--- src/rtl/i2c_seq_pkg.sv ---
// Shared types and defaults for the I2C command sequencer:
// FSM state encoding, command/response records and shift-register codes.
package i2c_seq_pkg;

    typedef enum logic [2:0] {
        IDLE,
        LOAD,
        START,
        WAIT,
        RESP,
        GAP
    } state_t;

    // One queued host command.
    typedef struct packed {
        logic       rw;
        logic [6:0] addr;
        logic [7:0] data;
    } cmd_t;

    // One completed-command response.
    typedef struct packed {
        logic       rw;
        logic       err;
        logic [7:0] data;
    } rsp_t;

    localparam logic [2:0] SR_LOAD_DEFAULT = 3'b011;
    localparam logic [2:0] SR_HOLD_DEFAULT = 3'b000;

endpackage

--- src/rtl/i2c_cmd_sequencer_if.sv ---
// Host-side command/response handshake bundle for the I2C command sequencer.
// The host drives through the master modport; the sequencer sits on slave.
interface i2c_cmd_sequencer_if;

    logic       cmd_valid;
    logic       cmd_ready;
    logic       cmd_rw;
    logic [6:0] cmd_addr;
    logic [7:0] cmd_data;

    logic       rsp_valid;
    logic       rsp_ready;
    logic       rsp_rw;
    logic       rsp_err;
    logic [7:0] rsp_data;

    modport master (
        output cmd_valid, cmd_rw, cmd_addr, cmd_data, rsp_ready,
        input  cmd_ready, rsp_valid, rsp_rw, rsp_err, rsp_data
    );

    modport slave (
        input  cmd_valid, cmd_rw, cmd_addr, cmd_data, rsp_ready,
        output cmd_ready, rsp_valid, rsp_rw, rsp_err, rsp_data
    );

endinterface

--- src/rtl/seq_sync_fifo.sv ---
// Same-clock FIFO with full/empty flags.
// With BYPASS set, a push into an empty FIFO is visible on dout in the same
// cycle and may be popped immediately, so push and pop both take effect.
module seq_sync_fifo #(
    parameter int WIDTH  = 8,
    parameter int DEPTH  = 4,
    parameter bit BYPASS = 1'b0
) (
    input  logic             clk,
    input  logic             reset,
    input  logic             push,
    input  logic [WIDTH-1:0] din,
    input  logic             pop,
    output logic [WIDTH-1:0] dout,
    output logic             full,
    output logic             empty
);

    localparam int AW = $clog2(DEPTH);
    localparam int CW = AW + 1;

    logic [WIDTH-1:0] mem [DEPTH];
    logic [AW-1:0]    wr_ptr;
    logic [AW-1:0]    rd_ptr;
    logic [CW-1:0]    count;
    logic             do_push;
    logic             do_pop;

    assign full    = (count == CW'(DEPTH));
    assign empty   = (count == '0);
    assign do_push = push && (!full || pop);
    assign do_pop  = pop && (!empty || (BYPASS && push));
    assign dout    = (BYPASS && empty) ? din : mem[rd_ptr];

    // Storage write port.
    // NOTE: the storage array has no reset; count/pointers define which entries are valid.
    always_ff @(posedge clk) begin
        if (do_push) begin
            mem[wr_ptr] <= din;
        end
    end

    // Pointer and occupancy tracking; pointers wrap modulo DEPTH.
    always_ff @(posedge clk) begin
        if (reset) begin
            wr_ptr <= '0;
            rd_ptr <= '0;
            count  <= '0;
        end else begin
            if (do_push) begin
                wr_ptr <= wr_ptr + AW'(1);
            end
            if (do_pop) begin
                rd_ptr <= rd_ptr + AW'(1);
            end
            count <= count + CW'(do_push) - CW'(do_pop);
        end
    end

endmodule

--- src/rtl/i2c_cmd_sequencer.sv ---
// Queues host I2C read/write commands and issues them one at a time to the
// I2C top: loads the shift register, raises Master_en, waits for a rising
// done (or times out) and returns one response per command.
module i2c_cmd_sequencer
    import i2c_seq_pkg::*;
#(
    parameter int         DEPTH   = 4,
    parameter int         TIMEOUT = 1023,
    parameter logic [2:0] SR_LOAD = SR_LOAD_DEFAULT,
    parameter logic [2:0] SR_HOLD = SR_HOLD_DEFAULT
) (
    input  logic                 clk,
    input  logic                 reset,
    i2c_cmd_sequencer_if.slave   host,
    output logic                 i2c_master_en,
    output logic                 i2c_r_w_en,
    output logic [6:0]           i2c_mem_addr,
    output logic [7:0]           i2c_sr_data,
    output logic [2:0]           i2c_sr_sel,
    input  logic                 i2c_done,
    input  logic [7:0]           i2c_data_out,
    output logic                 busy
);

    localparam int             TW        = $clog2(TIMEOUT + 1);
    localparam logic [TW-1:0]  TIMEOUT_C = TW'(TIMEOUT);

    state_t        state;
    logic [TW-1:0] cnt;
    logic          done_q;
    logic          done_edge;
    rsp_t          rsp_q;

    cmd_t cmd_in;
    cmd_t cmd_head;
    logic cmd_push;
    logic cmd_pop;
    logic cmd_avail;
    logic cmd_full;
    logic cmd_empty;

    rsp_t rsp_head;
    logic rsp_push;
    logic rsp_pop;
    logic rsp_full;
    logic rsp_empty;

    assign cmd_in         = '{rw: host.cmd_rw, addr: host.cmd_addr, data: host.cmd_data};
    assign host.cmd_ready = !cmd_full;
    assign cmd_push       = host.cmd_valid && host.cmd_ready;
    // A command arriving into an empty queue is taken by IDLE in the same cycle.
    assign cmd_avail      = !cmd_empty || cmd_push;
    assign cmd_pop        = (state == IDLE) && cmd_avail;

    assign rsp_push       = (state == RESP) && !rsp_full;
    assign rsp_pop        = host.rsp_valid && host.rsp_ready;
    assign host.rsp_valid = !rsp_empty;
    assign host.rsp_rw    = rsp_head.rw;
    assign host.rsp_err   = rsp_head.err;
    assign host.rsp_data  = rsp_head.data;

    assign done_edge = i2c_done & ~done_q;
    assign busy      = (state != IDLE) || !cmd_empty;

    seq_sync_fifo #(
        .WIDTH  ($bits(cmd_t)),
        .DEPTH  (DEPTH),
        .BYPASS (1'b1)
    ) u_cmd_fifo (
        .clk   (clk),
        .reset (reset),
        .push  (cmd_push),
        .din   (cmd_in),
        .pop   (cmd_pop),
        .dout  (cmd_head),
        .full  (cmd_full),
        .empty (cmd_empty)
    );

    seq_sync_fifo #(
        .WIDTH  ($bits(rsp_t)),
        .DEPTH  (DEPTH),
        .BYPASS (1'b0)
    ) u_rsp_fifo (
        .clk   (clk),
        .reset (reset),
        .push  (rsp_push),
        .din   (rsp_q),
        .pop   (rsp_pop),
        .dout  (rsp_head),
        .full  (rsp_full),
        .empty (rsp_empty)
    );

    // Command sequencing FSM with registered I2C-side outputs.
    // NOTE: non-blocking assignments keep every register update based on pre-edge values.
    always_ff @(posedge clk) begin
        if (reset) begin
            state         <= IDLE;
            i2c_master_en <= 1'b0;
            i2c_r_w_en    <= 1'b0;
            i2c_mem_addr  <= '0;
            i2c_sr_data   <= '0;
            i2c_sr_sel    <= SR_HOLD;
            cnt           <= '0;
            done_q        <= 1'b0;
            rsp_q         <= '0;
        end else begin
            done_q <= i2c_done;
            case (state)
                IDLE: begin
                    if (cmd_avail) begin
                        i2c_r_w_en   <= cmd_head.rw;
                        i2c_mem_addr <= cmd_head.addr;
                        i2c_sr_data  <= cmd_head.data;
                        i2c_sr_sel   <= SR_LOAD;
                        state        <= LOAD;
                    end
                end
                LOAD: begin
                    i2c_sr_sel <= SR_HOLD;
                    state      <= START;
                end
                START: begin
                    i2c_master_en <= 1'b1;
                    cnt           <= '0;
                    state         <= WAIT;
                end
                WAIT: begin
                    // done edge has priority over a coincident timeout
                    if (done_edge) begin
                        rsp_q         <= '{rw: i2c_r_w_en, err: 1'b0,
                                           data: i2c_r_w_en ? i2c_data_out : 8'h00};
                        i2c_master_en <= 1'b0;
                        state         <= RESP;
                    end else if (cnt == TIMEOUT_C) begin
                        rsp_q         <= '{rw: i2c_r_w_en, err: 1'b1, data: 8'h00};
                        i2c_master_en <= 1'b0;
                        state         <= RESP;
                    end else begin
                        cnt <= cnt + TW'(1);
                    end
                end
                RESP: begin
                    i2c_master_en <= 1'b0;
                    if (!rsp_full) begin
                        state <= GAP;
                    end
                end
                GAP: begin
                    state <= IDLE;
                end
                default: begin
                    state <= IDLE;
                end
            endcase
        end
    end

endmodule

--- src/flat_wrapper.sv ---
// flat-port wrapper written by rule: the top's interface ports become plain ports
module i2c_cmd_sequencer_flat import i2c_seq_pkg::*;
#(
    parameter int         DEPTH   = 4,
    parameter int         TIMEOUT = 1023,
    parameter logic [2:0] SR_LOAD = SR_LOAD_DEFAULT,
    parameter logic [2:0] SR_HOLD = SR_HOLD_DEFAULT
)
  (clk, reset, i2c_master_en, i2c_r_w_en, i2c_mem_addr, i2c_sr_data, i2c_sr_sel, i2c_done, i2c_data_out, busy, host_cmd_valid, host_cmd_rw, host_cmd_addr, host_cmd_data, host_rsp_ready, host_cmd_ready, host_rsp_valid, host_rsp_rw, host_rsp_err, host_rsp_data);
  i2c_cmd_sequencer_if host_i ();
  input  logic clk;
  input  logic reset;
  output logic i2c_master_en;
  output logic i2c_r_w_en;
  output logic [6:0] i2c_mem_addr;
  output logic [7:0] i2c_sr_data;
  output logic [2:0] i2c_sr_sel;
  input  logic i2c_done;
  input  logic [7:0] i2c_data_out;
  output logic busy;
  input wire logic [$bits(host_i.cmd_valid)-1:0] host_cmd_valid;
  input wire logic [$bits(host_i.cmd_rw)-1:0] host_cmd_rw;
  input wire logic [$bits(host_i.cmd_addr)-1:0] host_cmd_addr;
  input wire logic [$bits(host_i.cmd_data)-1:0] host_cmd_data;
  input wire logic [$bits(host_i.rsp_ready)-1:0] host_rsp_ready;
  output wire logic [$bits(host_i.cmd_ready)-1:0] host_cmd_ready;
  output wire logic [$bits(host_i.rsp_valid)-1:0] host_rsp_valid;
  output wire logic [$bits(host_i.rsp_rw)-1:0] host_rsp_rw;
  output wire logic [$bits(host_i.rsp_err)-1:0] host_rsp_err;
  output wire logic [$bits(host_i.rsp_data)-1:0] host_rsp_data;
  assign host_i.cmd_valid = host_cmd_valid;
  assign host_i.cmd_rw = host_cmd_rw;
  assign host_i.cmd_addr = host_cmd_addr;
  assign host_i.cmd_data = host_cmd_data;
  assign host_i.rsp_ready = host_rsp_ready;
  assign host_cmd_ready = host_i.cmd_ready;
  assign host_rsp_valid = host_i.rsp_valid;
  assign host_rsp_rw = host_i.rsp_rw;
  assign host_rsp_err = host_i.rsp_err;
  assign host_rsp_data = host_i.rsp_data;
  i2c_cmd_sequencer #(.DEPTH(DEPTH), .TIMEOUT(TIMEOUT), .SR_LOAD(SR_LOAD), .SR_HOLD(SR_HOLD)) u_core (.clk(clk), .reset(reset), .host(host_i), .i2c_master_en(i2c_master_en), .i2c_r_w_en(i2c_r_w_en), .i2c_mem_addr(i2c_mem_addr), .i2c_sr_data(i2c_sr_data), .i2c_sr_sel(i2c_sr_sel), .i2c_done(i2c_done), .i2c_data_out(i2c_data_out), .busy(busy));
endmodule
--- config.mk ---
export PLATFORM = sky130hd
export DESIGN_NAME = i2c_cmd_sequencer_flat
export DESIGN_NICKNAME = d
export VERILOG_FILES = /design/src/rtl/i2c_seq_pkg.sv /design/src/rtl/i2c_cmd_sequencer_if.sv /design/src/rtl/seq_sync_fifo.sv /design/src/rtl/i2c_cmd_sequencer.sv /design/src/flat_wrapper.sv
export SDC_FILE = /design/constraint.sdc
export NUM_CORES = 1
export LEC_CHECK = 0
export CELL_PAD_IN_SITES_DETAIL_PLACEMENT = 1
export CELL_PAD_IN_SITES_GLOBAL_PLACEMENT = 1
export CORE_UTILIZATION = 50
export CTS_BUF_LIST = sky130_fd_sc_hd__clkbuf_4
export CTS_CLUSTER_SIZE = 10
export DETAILED_ROUTE_END_ITERATION = 8
export PLACE_DENSITY_LB_ADDON = 0.1
export SKIP_LAST_GASP = 1
export SYNTH_ARGS = -nofsm -noshare
export SYNTH_HDL_FRONTEND = slang
export SYNTH_SLANG_ARGS = --single-unit
--- constraint.sdc ---
create_clock -name clk -period 5.5 [get_ports clk]
set_input_delay 1.1 -clock clk [delete_from_list [all_inputs] [get_ports clk]]
set_output_delay 1.1 -clock clk [all_outputs]
set_load 0.03 [all_outputs]
==> impl_metrics.sql, run 1 <==
INSERT INTO impl_metrics (metric_group, metric, value, unit) VALUES
('outcome', 'outcome', 'finished, final reports clean', ''),
('route', 'detailroute.wirelength.met3', '455', 'µm'),
('sta', 'worst-slew-pin-transition', '0.912', 'ns'),
('clocking', 'cts_hold_buf', '0', ''),
('route', 'detailedRoute.firstPassIterationCount', '4', ''),
('floorplanning', 'design.core.area', '12700', 'µm²'),
('sta', 'final_period_minus_worst_setup_slack', '3.67', 'ns'),
('worst_hold_path', 'worstHoldPathType', 'flop to flop', ''),
('route', 'antenna_violating_nets_post_route', '0', ''),
('final_layout', 'final_standard_cell_utilization_of_the_core', '0.600', ''),
('clocking', 'cts-htree-levels', '4', ''),
('clocking', 'cts_max_path_buffers', '2', ''),
('sta', 'timing.max_slew.rel_slack', '0.389', ''),
('flow_run', 'cap_violations', '0', ''),
('route', 'dr.first_iter.drc_count', '192', ''),
('floorplanning', 'die_area', '13500', 'µm²'),
('clocking', 'cts_setup_buffers', '0', ''),
('pwr', 'power', '3.55', 'mW'),
('logic_synthesis', 'synthDistinctLibCells', '53', ''),
('critical_path', 'critical-path-slowest-cell', 'dfxtp_1', ''),
('final_layout', 'area.sequential', '4320', 'µm²'),
('critical_path', 'path_class', 'flop to primary output', ''),
('critical_path', 'critical_path_required', '4.40', 'ns'),
('place', 'place.port_buffers', '60', ''),
('logic_synthesis', 'syn-num-nets', '474', ''),
('route', 'uppermost_signal_routing_layer_after_detailed_routing', 'met4', ''),
('critical_path', 'cp-start-kind', 'flop', ''),
('logic_synthesis', 'number_of_enable_type_register_cells_in_the_synthesized_netlist', '104', ''),
('sta', 'fin_setup_tns', '0', 'ns'),
('final_layout', 'finalNetCount', '532', ''),
('logic_synthesis', 'ys_async_sr_fraction', '0', ''),
('route', 'drt-wirelength-per-cell', '18.9', 'µm'),
('grt', 'globalRouteOverflowTotal', '0', ''),
('critical_path', 'end_kind', 'primary output', ''),
('floorplanning', 'fp-row-count', '41', ''),
('sta', 'finalSetupViolations', '0', ''),
('clocking', 'clock_sink_count', '164', ''),
('final_layout', 'fillers', '1218', ''),
('logic_synthesis', 'synth_ff_type', 'edfxtp_1', ''),
('sta', 'hold_viol_final', '0', ''),
('clocking', 'cts_root_buf', 'clkbuf_4', ''),
('route', 'detailroute.via_count', '3796', ''),
('route', 'post_drt_via_cell_ratio', '5.63', ''),
('logic_synthesis', 'ys_seq_area_frac', '0.662', ''),
('clocking', 'post_cts_resize_count', '0', ''),
('sta', 'final.setup_skew', '0.0142', 'ns'),
('clocking', 'numCtsBuffers', '17', ''),
('grt', 'grt_start_max_net_pins', '36', ''),
('grt', 'total_global_routing_track_utilization', '0.203', ''),
('critical_path', 'timing.critical_path.arrival', '2.57', 'ns'),
('final_layout', 'mostFrequentLayoutCells', 'edfxtp_1 (104), dfxtp_1 (60), clkdlybuf4s50_1 (60)', ''),
('final_layout', 'final_common_cell', 'edfxtp_1', ''),
('final_layout', 'area_of_the_multi_input_gates', '2000', 'µm²'),
('critical_path', 'timing.rr.start', 'u_core.u_cmd_fifo.count[1]', ''),
('grt', 'grt_pass1_vias', '3844', ''),
('route', 'drt-total-wl', '12800', 'µm'),
('sta', 'rsz0062_at_grt', 'no', ''),
('logic_synthesis', 'synth-warning-count', '0', ''),
('floorplanning', 'io-pin-count', '62', ''),
('pwr', 'cellPowerDensity', '467', 'nW/µm²'),
('clocking', 'clock_latency', '0.56', 'ns'),
('floorplanning', 'floorplan.initialDensity', '0.516', ''),
('critical_path', 'slowest_delay', '0.81', 'ns'),
('sta', 'max_clock_freq', '272', 'MHz'),
('logic_synthesis', 'syn-mean-instance-area', '15.2', 'µm²'),
('floorplanning', 'die_x', '116', 'µm'),
('sta', 'final_max_slew_viol_count', '0', ''),
('final_layout', 'post_route_cells_drive_above_1_share', '0.136', ''),
('logic_synthesis', 'netlist_instances', '430', ''),
('logic_synthesis', 'synth_seq_cells', '164', ''),
('sta', 'crit_share_post_route', '0.668', '');
-- worst max-delay path, delay by kind of cell (launching register included) --
kind / cells / cell delay (ns)
buf+inv: 1 / 0.62
mux: 1 / 0.59
flops: 1 / 0.81
-- cells in the mapped netlist (3+ instances only) --
| library cell | count | area share |
|---|---|---|
| a21oi_1 | 21 | 0.016 |
| a22o_1 | 8 | 0.011 |
| a31o_2 | 3 | 0.0040 |
| a31oi_1 | 7 | 0.0067 |
| and2_1 | 7 | 0.0067 |
| and3_1 | 8 | 0.0077 |
| buf_2 | 9 | 0.0069 |
| buf_4 | 7 | 0.0080 |
| clkbuf_1 | 5 | 0.0029 |
| dfxtp_1 | 60 | 0.18 |
| edfxtp_1 | 104 | 0.48 |
| ha_1 | 13 | 0.025 |
| inv_1 | 17 | 0.0098 |
| mux2i_1 | 17 | 0.026 |
| mux4_2 | 26 | 0.090 |
| nand2_1 | 13 | 0.0075 |
| nand2b_1 | 3 | 0.0029 |
| nand3_1 | 4 | 0.0031 |
| nand4_1 | 3 | 0.0029 |
| nor2_1 | 15 | 0.0086 |
| nor2b_1 | 5 | 0.0048 |
| nor3_1 | 5 | 0.0038 |
| o21ai_0 | 16 | 0.012 |
| o311ai_0 | 5 | 0.0067 |
| or3_1 | 4 | 0.0038 |
| or4_1 | 3 | 0.0034 |
| xnor2_1 | 8 | 0.011 |
-- path summary, 6_finish.rpt --
check                                                   end  slack (ns)  cells after the start
worst max register to register   u_core.u_cmd_fifo.count[2]        2.70                     10
worst min register to register  u_core.u_rsp_fifo.wr_ptr[1]        0.51                      2
worst min-delay path            u_core.u_rsp_fifo.wr_ptr[1]        0.51                      2
worst max-delay path                       host_rsp_data[6]        1.83                      2
-- kinds of logic after synthesis --
| logic type | after synthesis | share of synthesized area |
|---|---|---|
| xor+xnor | 10 | 0.0134 |
| simple gates | 80 | 0.0684 |
| fa+ha+maj | 15 | 0.0310 |
| flops | 164 | 0.662 |
| compound gates | 75 | 0.0774 |
| mux | 43 | 0.116 |
| buf+inv | 42 | 0.0318 |
| other cells | 1 | 0.000574 |
-- where the power goes --
group          internal [mW]  total (mW)  switching, mW
sequential              1.47        1.61          0.142
clock                  0.462       0.858          0.397
combinational          0.505        1.08          0.576
total                   2.44        3.55           1.11
-- metal layers --
layer / global-route usage / up-vias
met4: 0.0795 / 0
li1: - / 1768
met5: 0 / -
met2: 0.346 / 79
met1: 0.251 / 1927
met3: 0.0483 / 22
-- registers in the layout (all words and copies together), names as in the netlist, 2 cells and up, named ones only --
register and cells:
u_core.cnt 10, u_core.i2c_mem_addr 7, u_core.i2c_sr_data 8, u_core.rsp_q 10, u_core.state 3, u_core.u_cmd_fifo.count 3
u_core.u_cmd_fifo.mem 64, u_core.u_cmd_fifo.rd_ptr 2, u_core.u_cmd_fifo.wr_ptr 2, u_core.u_rsp_fifo.count 3, u_core.u_rsp_fifo.mem 40, u_core.u_rsp_fifo.rd_ptr 2
u_core.u_rsp_fifo.wr_ptr 2
-- through the flow --
| stage | hold slack [ns] | area (µm²) | cells | setup WS, ns |
|---|---|---|---|---|
| final | 0.511 | 7600 | 674 | 1.83 |
| after global routing | 0.534 | 7600 | 673 | 1.65 |
| after CTS | 0.513 | 7600 | 673 | 1.71 |
| after detailed placement | 0.495 | 7240 | 641 | 1.93 |
| after global placement | 0.476 | 7240 | 641 | 2.05 |
| after floorplan | 0.460 | 6530 | 430 | 2.62 |
-- final cells by class --
cell class	count	area share
Sequential cell	164	0.569
Multi-Input combinational cell	224	0.263
Inverter	17	0.00840
Antenna cell	1	0.000329
Tap cell	172	0.0283
Clock inverter	12	0.0277
Clock buffer	20	0.0198
Timing Repair Buffer	64	0.0830
Note: power is estimated with default switching activity, not from simulation.
==> run 2, diff against run 1 <==
- clock period: 5.5 -> 3.75 ns (I/O delays scaled with it)
==> run 2 against run 1 <==
- combinational power up 50%
- critical path depth is the same
- clock skew up 0.0059 ns
- register-to-register slack worse by 1.6 ns
- sequential power is 46% higher
==> impl_metrics.sql, run 2 (synthesis gave the netlist of run 1 again) <==
INSERT INTO impl_metrics (metric_group, metric, value, unit) VALUES
('place', 'dp.final_hpwl', '8510', 'µm'),
('worst_hold_path', 'worstHoldPathType', 'flop to flop', ''),
('grt', 'grt_pass1_vias', '3968', ''),
('grt', 'total_global_routing_track_utilization', '0.217', ''),
('final_layout', 'instances_no_fill', '676', ''),
('critical_path', 'slowest_delay', '0.80', 'ns'),
('place', 'place.port_buffers', '60', ''),
('critical_path', 'cp-start-kind', 'flop', ''),
('pwr', 'vdd_drop_max', '0.372', 'mV'),
('final_layout', 'mostFrequentLayoutCells', 'edfxtp_1 (104), dfxtp_1 (60), clkdlybuf4s50_1 (60)', ''),
('sta', 'setup_slack', '0.413', 'ns'),
('clocking', 'clock_sink_count', '164', ''),
('sta', 'final_period_minus_worst_setup_slack', '3.34', 'ns'),
('clocking', 'post_cts_resize_count', '0', ''),
('grt', 'globalRouteOverflowTotal', '0', ''),
('sta', 'rsz0062_at_grt', 'no', ''),
('critical_path', 'critical_path_required', '3.00', 'ns'),
('final_layout', 'biggestRegsByFlops', 'u_core.u_cmd_fifo.mem x64, u_core.u_rsp_fifo.mem x40', ''),
('sta', 'timing.max_slew.rel_slack', '0.394', ''),
('critical_path', 'path_class', 'flop to primary output', ''),
('pwr', 'cellPowerDensity', '676', 'nW/µm²'),
('clocking', 'cts-htree-levels', '4', ''),
('route', 'post_drt_via_cell_ratio', '5.60', ''),
('floorplanning', 'floorplan.initialDensity', '0.516', ''),
('final_layout', 'fillers', '1221', ''),
('floorplanning', 'die_area', '13500', 'µm²'),
('sta', 'final.setup_skew', '0.0201', 'ns'),
('clocking', 'cts_root_buf', 'clkbuf_4', ''),
('floorplanning', 'fp-row-count', '41', ''),
('final_layout', 'area.sequential', '4320', 'µm²'),
('sta', 'crit_share_post_route', '0.890', ''),
('clocking', 'tritoncts', 'yes', ''),
('clocking', 'numCtsBuffers', '17', ''),
('clocking', 'cts_setup_buffers', '0', ''),
('route', 'drt-total-wl', '13200', 'µm'),
('grt', 'initial_antenna_violation_count', '0', ''),
('place', 'pre_cts_ws', '0.666', 'ns'),
('place', 'dp_cells', '644', ''),
('critical_path', 'end_kind', 'primary output', ''),
('critical_path', 'path_buf_inv', '1', ''),
('floorplanning', 'die_x', '116', 'µm'),
('final_layout', 'largest_reg_flops', '64', ''),
('sta', 'hold_viol_final', '0', ''),
('clocking', 'cts_max_path_buffers', '2', ''),
('final_layout', 'syn_to_final_growth', '16.2', '%'),
('critical_path', 'cp_top_family', 'flip-flops', ''),
('critical_path', 'critical-path-slowest-cell', 'dfxtp_1', ''),
('flow_run', 'cap_violations', '0', ''),
('route', 'antenna_violating_nets_post_route', '0', ''),
('sta', 'fin_setup_tns', '0', 'ns'),
('sta', 'max_clock_freq', '300', 'MHz'),
('clocking', 'clock_latency', '0.57', 'ns'),
('sta', 'worst-slew-pin-transition', '0.903', 'ns'),
('sta', 'final_max_slew_viol_count', '0', ''),
('final_layout', 'post_route_cells_drive_above_1_share', '0.145', ''),
('critical_path', 'timing.critical_path.arrival', '2.59', 'ns'),
('final_layout', 'final_standard_cell_utilization_of_the_core', '0.599', ''),
('final_layout', 'finalNetCount', '535', ''),
('critical_path', 'cp_max_fo', '10', ''),
('floorplanning', 'design.core.area', '12700', 'µm²'),
('outcome', 'outcome', 'finished, final reports clean', ''),
('grt', 'grt_start_max_net_pins', '35', ''),
('final_layout', 'registers.top_by_ff_count', 'u_core.u_cmd_fifo.mem', ''),
('clocking', 'clock_edge_transition_at_the_registers_on_the_reported_setup_and_hold_paths', '0.13', 'ns'),
('grt', 'wire_length_of_the_first_global_routing_pass', '21100', 'µm'),
('final_layout', 'final_common_cell', 'edfxtp_1', ''),
('pwr', 'power', '5.13', 'mW'),
('final_layout', 'insertedDiodeCount', '0', ''),
('floorplanning', 'die_y', '116', 'µm'),
('final_layout', 'area_of_the_multi_input_gates', '2000', 'µm²'),
('route', 'detailroute.via_count', '3788', ''),
('pwr', 'power.static_leakage', '2.60', 'nW'),
('critical_path', 'path_cells', 'mux4_2 -> clkdlybuf4s50_1', ''),
('route', 'drt-wirelength-per-cell', '19.6', 'µm'),
('route', 'dr.first_iter.drc_count', '195', ''),
('clocking', 'cts_hold_buf', '0', ''),
('place', 'routabilityCongestion', '0.800', ''),
('route', 'route.detailed.drc', '0', ''),
('floorplanning', 'io-pin-count', '62', ''),
('sta', 'finalSetupViolations', '0', ''),
('route', 'detailedRoute.firstPassIterationCount', '4', '');
==> run 2: path summary, 6_finish.rpt <==
kind / from / end / slack [ns] / depth (start not counted)
worst max register to register: u_core.state[0] / u_core.u_rsp_fifo.count[2] / 1.10 / 10
worst min register to register: u_core.u_rsp_fifo.wr_ptr[1] / u_core.u_rsp_fifo.wr_ptr[1] / 0.51 / 2
worst max-delay path: flop / host_rsp_data[3] / 0.41 / 2
worst min-delay path: u_core.u_rsp_fifo.wr_ptr[1] / u_core.u_rsp_fifo.wr_ptr[1] / 0.51 / 2
==> run 2: metal layers <==
layer / vias up / GRT usage / share of wire
li1: 1771 / - / -
met1: 1926 / 0.258 / 0.41
met2: 78 / 0.376 / 0.53
met3: 13 / 0.0529 / 0.040
met4: 0 / 0.0906 / 0.014
met5: - / 0 / 0
==> run 2: power breakdown <==
group / switching [mW] / total, mW / leakage [nW] / internal (mW)
Combinational: 0.867 / 1.62 / 0.997 / 0.751
Clock: 0.630 / 1.16 / 0.157 / 0.531
Sequential: 0.201 / 2.35 / 1.45 / 2.15
==> run 2: final cells by class <==
cell class,count,area share
clock buffer,17,0.0168
clock inverter,15,0.0270
inverter,17,0.00841
multi-input combinational,224,0.264
sequential,164,0.570
tap,172,0.0284
timing repair buffer,67,0.0860
==> run 2: through the flow <==
stage	hold WS [ns]	instance area [µm²]
2_1_floorplan	0.460	6530
3_3_place_gp	0.473	7260
3_5_place_dp	0.496	7260
4_1_cts	0.515	7590
5_1_grt	0.528	7590
6_report	0.510	7590
==> run 2: worst min-delay path, cell delays in order (launching register included) <==
cell     delay [ns]
dfxtp_1        0.36
nand2_1        0.06
a21oi_1        0.05
==> run 3, diff against run 2 <==
- CORE_MARGIN: unset -> 5
- HOLD_SLACK_MARGIN: unset -> 0.12
==> run 3 against run 2 <==
- non-clock buffer count up 2
- clock skew down 0.00068 ns
- power down 0.18%
- global-route usage down 3.6 points
- core utilization down 0.18 points
- largest cell class unchanged
- highest routed layer unchanged
==> impl_metrics.sql, run 3 (synthesis gave the netlist of run 1 again) <==
INSERT INTO impl_metrics (metric_group, metric, value, unit) VALUES
('outcome', 'outcome', 'finished, final reports clean', ''),
('critical_path', 'crit_end', 'host_rsp_err', ''),
('flow_run', 'cap_violations', '0', ''),
('place', 'place.port_buffers', '60', ''),
('route', 'post_drt_via_cell_ratio', '5.61', ''),
('critical_path', 'timing.rr.start', 'u_core.state[0]', ''),
('sta', 'final.setup_skew', '0.0194', 'ns'),
('floorplanning', 'die_y', '124', 'µm'),
('clocking', 'tritoncts', 'yes', ''),
('final_layout', 'post_route_cells_drive_above_1_share', '0.146', ''),
('floorplanning', 'die_area', '15500', 'µm²'),
('route', 'dr.first_iter.drc_count', '247', ''),
('floorplanning', 'design.core.area', '12700', 'µm²'),
('clocking', 'cts_hold_buf', '0', ''),
('final_layout', 'area_of_the_multi_input_gates', '2000', 'µm²'),
('critical_path', 'path_class', 'flop to primary output', ''),
('sta', 'final_period_minus_worst_setup_slack', '3.25', 'ns'),
('critical_path', 'path_buf_inv', '1', ''),
('place', 'routabilityCongestion', '0.786', ''),
('floorplanning', 'io-pin-count', '62', ''),
('grt', 'globalRouteOverflowTotal', '0', ''),
('pwr', 'vdd_drop_max', '0.344', 'mV'),
('floorplanning', 'floorplan.initialDensity', '0.514', ''),
('place', 'dp.final_hpwl', '8860', 'µm'),
('clocking', 'clock_latency', '0.55', 'ns'),
('sta', 'rsz0062_at_grt', 'no', ''),
('floorplanning', 'fp-row-count', '41', ''),
('critical_path', 'critical-path-slowest-cell', 'dfxtp_1', ''),
('grt', 'initial_antenna_violation_count', '0', ''),
('final_layout', 'syn_to_final_growth', '16.3', '%'),
('sta', 'fin_setup_tns', '0', 'ns'),
('final_layout', 'area.sequential', '4320', 'µm²'),
('clocking', 'cts_setup_buffers', '0', ''),
('sta', 'final_max_slew_viol_count', '0', ''),
('worst_hold_path', 'holdCritStartpoint', 'u_core.rsp_q[5]', ''),
('grt', 'grt_start_max_net_pins', '35', ''),
('critical_path', 'worst-r2r-setup-slack', '1.13', 'ns'),
('critical_path', 'cp-start-kind', 'flop', ''),
('critical_path', 'end_kind', 'primary output', ''),
('pwr', 'cellPowerDensity', '674', 'nW/µm²'),
('route', 'detailedRoute.firstPassIterationCount', '4', ''),
('route', 'drt-wirelength-per-cell', '19.8', 'µm'),
('route', 'detailroute.via_count', '3804', ''),
('clocking', 'post_cts_resize_count', '0', ''),
('clocking', 'cts-htree-levels', '4', ''),
('worst_hold_path', 'worstHoldPathType', 'flop to flop', ''),
('pwr', 'power', '5.12', 'mW'),
('sta', 'max_clock_freq', '307', 'MHz'),
('critical_path', 'critical_path_required', '3.00', 'ns'),
('place', 'post_place_cell_area', '7270', 'µm²'),
('grt', 'total_global_routing_track_utilization', '0.181', ''),
('route', 'drt-total-wl', '13400', 'µm'),
('sta', 'finalSetupViolations', '0', ''),
('grt', 'grt_pass1_vias', '4096', ''),
('critical_path', 'cp_top_family', 'flip-flops', ''),
('clocking', 'clock_edge_transition_at_the_registers_on_the_reported_setup_and_hold_paths', '0.13', 'ns'),
('final_layout', 'fillers', '1241', ''),
('pwr', 'power.static_leakage', '2.62', 'nW'),
('final_layout', 'largest_reg_flops', '64', ''),
('sta', 'timing.max_slew.rel_slack', '0.389', ''),
('final_layout', 'registers.top_by_ff_count', 'u_core.u_cmd_fifo.mem', ''),
('final_layout', 'biggestRegsByFlops', 'u_core.u_cmd_fifo.mem x64, u_core.u_rsp_fifo.mem x40', ''),
('final_layout', 'insertedDiodeCount', '0', ''),
('sta', 'worst-slew-pin-transition', '0.911', 'ns'),
('critical_path', 'critical_path_depth', '2', ''),
('final_layout', 'mostFrequentLayoutCells', 'edfxtp_1 (104), dfxtp_1 (60), clkdlybuf4s50_1 (60)', ''),
('critical_path', 'cp_max_fo', '10', ''),
('sta', 'hold_viol_final', '0', ''),
('critical_path', 'rr_endpoint', 'u_core.u_rsp_fifo.count[2]', ''),
('route', 'route.detailed.drc', '0', ''),
('clocking', 'cts_max_path_buffers', '2', ''),
('clocking', 'cts_root_buf', 'clkbuf_4', ''),
('critical_path', 'slowest_delay', '0.76', 'ns'),
('sta', 'crit_share_post_route', '0.867', ''),
('clocking', 'numCtsBuffers', '17', ''),
('final_layout', 'finalNetCount', '537', ''),
('final_layout', 'postLayoutCellArea', '7600', 'µm²'),
('critical_path', 'path_cells', 'mux4_2 -> clkdlybuf4s50_1', ''),
('route', 'antenna_violating_nets_post_route', '0', ''),
('critical_path', 'reg2regPathDepth', '10', ''),
('grt', 'wire_length_of_the_first_global_routing_pass', '22000', 'µm'),
('final_layout', 'final_common_cell', 'edfxtp_1', ''),
('critical_path', 'timing.critical_path.arrival', '2.50', 'ns'),
('floorplanning', 'die_x', '124', 'µm'),
('clocking', 'clock_sink_count', '164', '');
run 3: layout make-up:
type,count,area share
clock inverters,13,0.0240
multi-input cells,224,0.263
inverters,17,0.00840
repair buffers,69,0.0879
clock buffers,19,0.0188
well taps,172,0.0283
flip-flops and latches,164,0.569
run 3: stage by stage:
stage | utilization | worst slack, ns | hold slack [ns] | instances
after CTS | 0.597 | 0.371 | 0.516 | 678
after global placement | 0.572 | 0.798 | 0.474 | 646
after detailed placement | 0.572 | 0.674 | 0.497 | 646
final | 0.597 | 0.497 | 0.508 | 678
after floorplan | - | 1.22 | 0.460 | 430
after global routing | 0.597 | 0.290 | 0.528 | 678
run 3: power breakdown:
part           leakage, nW  switching, mW  total, mW  internal [mW]
sequential            1.45          0.201       2.35           2.15
combinational         1.01          0.876       1.63          0.749
clock                0.167          0.602       1.14          0.543
total                 2.62           1.68       5.12           3.44
run 3: how the worst min path moves through the flow:
stage                                   to  cells after the start  slack [ns]
2_1_floorplan  u_core.u_rsp_fifo.mem[0][9]                      0        0.46
3_3_place_gp   u_core.u_rsp_fifo.mem[2][5]                      0        0.47
4_1_cts        u_core.u_rsp_fifo.mem[1][9]                      0        0.52
3_5_place_dp   u_core.u_rsp_fifo.mem[0][4]                      0        0.50
6_report       u_core.u_rsp_fifo.mem[1][5]                      0        0.51
5_1_grt        u_core.u_rsp_fifo.mem[0][6]                      0        0.53
run 3: worst register-to-register path: cells and delay by family (launching register included):
kind	cells	cell delay, ns
adders and majority gates	3	0.84
and+or+nand+nor	3	0.71
xor gates and xnor gates	2	0.32
DFF	1	0.53
buffers and inverters	2	0.14
run 3: metal layers:
layer | up-vias | share of wire | global-route usage
met2 | 82 | 0.52 | 0.317
met1 | 1932 | 0.42 | 0.214
met5 | - | 0 | 0
li1 | 1773 | - | -
met3 | 17 | 0.041 | 0.0493
met4 | 0 | 0.016 | 0.0632
